## config.mk

```make
export PLATFORM = sky130hd
export DESIGN_NAME = piso_stream_serializer_flat
export DESIGN_NICKNAME = d
export VERILOG_FILES = /design/src/rtl/piso_stream_serializer_if.sv /design/src/rtl/piso_stream_serializer.sv /design/src/flat_wrapper.sv
export SDC_FILE = /design/constraint.sdc
export NUM_CORES = 1
export LEC_CHECK = 0
export CORE_MARGIN = 4
export CORE_UTILIZATION = 45
export CTS_CLUSTER_DIAMETER = 150
export DETAILED_ROUTE_END_ITERATION = 16
export PLACE_DENSITY = 0.83
export SETUP_SLACK_MARGIN = 0.3
export SYNTH_ARGS = -nofsm -noshare
export SYNTH_HDL_FRONTEND = slang
export SYNTH_SLANG_ARGS = --single-unit
```

## constraint.sdc

```tcl
create_clock -name clk -period 1.3 [get_ports clk]
set_input_delay 0.195 -clock clk [delete_from_list [all_inputs] [get_ports clk]]
set_output_delay 0.195 -clock clk [all_outputs]
set_load 0.05 [all_outputs]
```

## src/rtl/piso_stream_serializer_if.sv

```systemverilog
// Handshake bundle for the parallel-in / serial-out stream serializer.
// Upstream word channel plus downstream serial bit channel.
interface piso_stream_serializer_if #(
    parameter int WIDTH = 4
);
    logic [WIDTH-1:0] pi_data;
    logic             pi_valid;
    logic             pi_ready;
    logic             so_en;
    logic             so;
    logic             so_valid;
    logic             so_first;
    logic             so_last;
    logic             busy;

    modport master (
        output pi_data,
        output pi_valid,
        output so_en,
        input  pi_ready,
        input  so,
        input  so_valid,
        input  so_first,
        input  so_last,
        input  busy
    );

    modport slave (
        input  pi_data,
        input  pi_valid,
        input  so_en,
        output pi_ready,
        output so,
        output so_valid,
        output so_first,
        output so_last,
        output busy
    );
endinterface

```

## src/rtl/piso_stream_serializer.sv

```systemverilog
// Parallel-word to serial-bit stream serializer with a one-word holding
// buffer so consecutive words leave with no idle gap between them.
module piso_stream_serializer #(
    parameter int WIDTH     = 4,
    parameter bit MSB_FIRST = 1'b1
) (
    input logic                     clk,
    input logic                     rst,
    piso_stream_serializer_if.slave bus
);
    localparam int CW = (WIDTH > 1) ? $clog2(WIDTH) : 1;
    localparam logic [CW-1:0] CNT_LAST = CW'(WIDTH - 1);

    typedef enum logic {
        IDLE,
        SHIFT
    } state_e;

    state_e           state_q, state_d;
    logic [WIDTH-1:0] sh_q, sh_d;
    logic [WIDTH-1:0] hb_q, hb_d;
    logic [CW-1:0]    cnt_q, cnt_d;
    logic             hb_full_q, hb_full_d;

    logic             ready;
    logic             accept;
    logic             last_bit;
    logic [WIDTH-1:0] sh_shifted;

    assign ready    = rst & ~hb_full_q;
    assign accept   = bus.pi_valid & ready;
    assign last_bit = (cnt_q == CNT_LAST);

    // Move the next bit toward whichever end drives the serial line.
    assign sh_shifted = MSB_FIRST ? {sh_q[WIDTH-2:0], 1'b0}
                                  : {1'b0, sh_q[WIDTH-1:1]};

    always_ff @(posedge clk) begin
        if (!rst) begin
            state_q   <= IDLE;
            sh_q      <= '0;
            hb_q      <= '0;
            cnt_q     <= '0;
            hb_full_q <= 1'b0;
        end else begin
            state_q   <= state_d;
            sh_q      <= sh_d;
            hb_q      <= hb_d;
            cnt_q     <= cnt_d;
            hb_full_q <= hb_full_d;
        end
    end

    always_comb begin
        state_d   = state_q;
        sh_d      = sh_q;
        hb_d      = hb_q;
        cnt_d     = cnt_q;
        hb_full_d = hb_full_q;

        unique case (state_q)
            IDLE: begin
                if (accept) begin
                    sh_d    = bus.pi_data;
                    cnt_d   = '0;
                    state_d = SHIFT;
                end
            end
            SHIFT: begin
                if (bus.so_en && last_bit) begin
                    // Buffered word wins over a fresh one to keep order.
                    if (hb_full_q) begin
                        sh_d      = hb_q;
                        hb_full_d = 1'b0;
                        cnt_d     = '0;
                    end else if (accept) begin
                        sh_d  = bus.pi_data;
                        cnt_d = '0;
                    end else begin
                        state_d = IDLE;
                    end
                end else begin
                    if (bus.so_en) begin
                        sh_d  = sh_shifted;
                        cnt_d = cnt_q + CW'(1);
                    end
                    if (accept) begin
                        hb_d      = bus.pi_data;
                        hb_full_d = 1'b1;
                    end
                end
            end
            default: state_d = IDLE;
        endcase
    end

    always_comb begin
        bus.so       = 1'b0;
        bus.so_valid = 1'b0;
        bus.so_first = 1'b0;
        bus.so_last  = 1'b0;
        if (state_q == SHIFT) begin
            bus.so       = MSB_FIRST ? sh_q[WIDTH-1] : sh_q[0];
            bus.so_valid = 1'b1;
            bus.so_first = (cnt_q == '0);
            bus.so_last  = last_bit;
        end
    end

    assign bus.pi_ready = ready;
    assign bus.busy     = (state_q == SHIFT) | hb_full_q;
endmodule

```

## src/flat_wrapper.sv

```systemverilog
// flat-port wrapper written by rule: the top's interface ports become plain ports
module piso_stream_serializer_flat 
#(
    parameter int WIDTH     = 4,
    parameter bit MSB_FIRST = 1'b1
)
  (clk, rst, bus_pi_data, bus_pi_valid, bus_so_en, bus_pi_ready, bus_so, bus_so_valid, bus_so_first, bus_so_last, bus_busy);
  piso_stream_serializer_if #(.WIDTH(WIDTH)) bus_i ();
  input logic clk;
  input logic rst;
  input wire logic [$bits(bus_i.pi_data)-1:0] bus_pi_data;
  input wire logic [$bits(bus_i.pi_valid)-1:0] bus_pi_valid;
  input wire logic [$bits(bus_i.so_en)-1:0] bus_so_en;
  output wire logic [$bits(bus_i.pi_ready)-1:0] bus_pi_ready;
  output wire logic [$bits(bus_i.so)-1:0] bus_so;
  output wire logic [$bits(bus_i.so_valid)-1:0] bus_so_valid;
  output wire logic [$bits(bus_i.so_first)-1:0] bus_so_first;
  output wire logic [$bits(bus_i.so_last)-1:0] bus_so_last;
  output wire logic [$bits(bus_i.busy)-1:0] bus_busy;
  assign bus_i.pi_data = bus_pi_data;
  assign bus_i.pi_valid = bus_pi_valid;
  assign bus_i.so_en = bus_so_en;
  assign bus_pi_ready = bus_i.pi_ready;
  assign bus_so = bus_i.so;
  assign bus_so_valid = bus_i.so_valid;
  assign bus_so_first = bus_i.so_first;
  assign bus_so_last = bus_i.so_last;
  assign bus_busy = bus_i.busy;
  piso_stream_serializer #(.WIDTH(WIDTH), .MSB_FIRST(MSB_FIRST)) u_core (.clk(clk), .rst(rst), .bus(bus_i));
endmodule
```

==> out/metrics.cfg <==
[global_route]
grt_pass1_vias = 946
grt_use_total_pct = 24.2
grt_max_degree = 9
antenna_found_initial = 0
grt_pass1_wl_mm = 4.43
grt_remaining_overflow = 0

[drt]
initialDrtViolationCount = 48
drc = 0
ant_nets = 0
routed_wl_mm = 3.04
dr_total_vias = 916
first_pass_iters = 4
via_per_inst = 6.15
post_drt_wl_per_cell_um = 20.4

[yosys]
synth_area_leaders = dfxtp_1 (31%), a21oi_1 (7.1%), mux2i_1 (6.5%), nand2b_1 (5.7%), o21ai_0 (5.2%)
synth-seq-cells = 12
synth-seq-area-share_pct = 31.1
ys.warnings.count = 0
synth_area_um2 = 772
async_flop_share_pct = 0
synthCells = 96
synth_nets = 106
syn_area_per_cell_um2 = 8.04
synth_enable_flop_cells = 0
synth_ff_type = dfxtp_1
ys_types = 32
synth_top_area_share_pct = 31.1
yosysTopAreaCell = dfxtp_1

[layout]
area_growth_pct = 75.5
layout.cells.non_filler = 149
fillCellCount = 76
final_common_cell = buf_4
finalNetCount = 144
layout.cells.most_common_list = buf_4 (19), dfxtp_1 (8), inv_1 (7), nand2b_1 (7)
multiInputGateArea_um2 = 601
drive_gt1_share_pct = 51.1
final-seq-area_um2 = 255
final_area_um2 = 1360
n_antenna_cell = 0

[die]
die_h_um = 49.4
core-area_um2 = 1560
io_pins = 14
die-area_um2 = 2440
initial_core_util_pct = 49.5
rows = 14
die_w_um = 49.4

[clock_network]
cts.path.max_buffers = 2
tritoncts.num_buffers = 3
cts_tree = yes
h-tree-depth = 1
root_buffer = clkbuf_4
clock_latency_ns = 0.29
clk_pin_slew_worst_paths_ns = 0.09
cts_sinks = 12

[critical_path]
cp_max_fo = 3
reg2reg_from = u_core.cnt_q[0]$_SDFFE_PN0P_
r2r_end = u_core.hb_q[1]$_SDFFE_PN0P_
worstRegToRegCells = 6
endpoint_kind = output pin
r2r_slack_ns = 0.01
critPathKind = register to output pin
required_ns = 1.11
cpPeakStageDelay_ns = 0.38
critPathArrivalTime_ns = 1.16
startpoint_type = register
slowest_stage = dfxtp_4
path_cells = inv_2 -> ha_2 -> and2_4 -> buf_12

[power]
p_sw_mw = 0.345
cellInternalPower_mw = 0.726
p_sw_share_pct = 32.2
power_frac_seq_pct = 38.3
pwr-share-comb_pct = 32.2
power_frac_clock_pct = 29.5
p_leak_nw = 0.559
power-per-cell-area_nw_per_um2 = 790
vdd_drop_max_mv = 0.852

[timing]
setup_ws_ns = -0.0532
hold_viol = 0
clock_skew_ns = 0.00994
maxSlewViolCount = 0
rsz0062_at_grt = yes
finalSetupViolations = 2
tightest_slew_ns = 0.306
holdWs_ns = 0.417
period_minus_slack_ns = 1.35
relSlewSlack_pct = 79.6
period_share_pct = 104
max_freq_mhz = 739

[placed_design]
dp.cells = 131
post-dp-hpwl_mm = 1.38
place_area_um2 = 1080
gp_congestion = 0.878
io_buffers = 13
post-place-ws_ns = -0.257

[worst_hold_path]
hold_class = input pin to register
hp-start = rst
worstHoldPathCells = 2
hold_end = u_core.state_q$_SDFF_PN0_

[job]
cap_violations = 0

[outcome]
status = complete, but fails checks
violations = negative setup slack

## power by group through the flow
stage / clock [mW] / combinational [mW] / sequential (mW)
2_1_floorplan: 0 / 0.156 / 0.415
3_3_place_gp: 0 / 0.258 / 0.421
3_5_place_dp: 0 / 0.262 / 0.422
4_1_cts: 0.303 / 0.301 / 0.406
5_1_grt: 0.341 / 0.363 / 0.413
6_report: 0.316 / 0.345 / 0.410
## final cells by class
type | instances | share of cell area [%]
clock buffer | 4 | 2.68
inverter | 10 | 2.77
multi-input combinational | 69 | 44.3
sequential | 12 | 18.8
tap | 16 | 1.48
timing repair buffer | 38 | 29.9
## synthesized netlist by cell type (all sizes together) (2+ instances only)
library cell and number:
dfxtp 12, a21oi 11, inv 10, o21ai 9, nand2b 7, mux2i 5, nor2b 5, and2 4
buf 4, nand2 4, nand3 4, o311ai 4, and3 2, ha 2, nor2 2
## critical path, delay by kind of cell (launching register included)
kind          cells  cell delay, ns
fa+ha+maj         1            0.16
buf+inv           2            0.19
flops             1            0.38
simple gates      1            0.14
## per-layer routing
layer  GRT usage (%)  part of all wire, %  wire [µm]
met1            26.9                   39       1200
met2            40.0                   46       1410
met3            7.65                  8.3        253
met4            14.7                  5.9        180
met5               0                    0          0
## state kept, by name, indices dropped and copies added, names as in the netlist
name,count
u_core.hb_full_q,1
u_core.sh_q,4
u_core.hb_q,4
u_core.state_q,1
u_core.cnt_q,2
## how the worst max path moves through the flow
stage                              endpoint                    startpoint  slack (ns)  cells past startpoint
2_1_floorplan                      bus_busy     u_core.state_q$_SDFF_PN0_        0.11                      3
3_3_place_gp   u_core.cnt_q[1]$_SDFFE_PN0P_                           rst       -0.19                      5
3_5_place_dp    u_core.sh_q[1]$_SDFFE_PN0P_                           rst       -0.26                      6
4_1_cts                        bus_so_first  u_core.cnt_q[0]$_SDFFE_PN0P_       -0.01                      4
5_1_grt                        bus_so_first  u_core.cnt_q[0]$_SDFFE_PN0P_       -0.08                      4
6_report                       bus_so_first  u_core.cnt_q[0]$_SDFFE_PN0P_       -0.05                      4
## cells by family (layout without fill, tap and decap cells)
family | Yosys count | after routing | synth area share (%)
mux | 5 | 5 | 6.48
buf+inv | 15 | 52 | 8.43
fa+ha+maj | 2 | 2 | 3.24
flops | 12 | 12 | 31.1
compound gates | 28 | 28 | 21.9
simple gates | 34 | 34 | 28.8
## through the flow
stage	util [%]	setup TNS (ns)	power [mW]
after global routing	86.9	-0.305	1.12
after CTS	80.0	-0.0133	1.01
after global placement	69.4	-1.79	0.679
after floorplan	-	0	0.571
final	86.9	-0.0876	1.07
after detailed placement	69.4	-2.10	0.684
## repair_timing
item | 4_1_cts | 5_1_grt
hold buffers | 0 | 0
pin swaps | 10 | 7
resized for setup | 20 | 14
setup endpoints to repair | 17 | 18
buffers inserted | 9 | 5
Note: power is estimated with default switching activity, not from simulation.
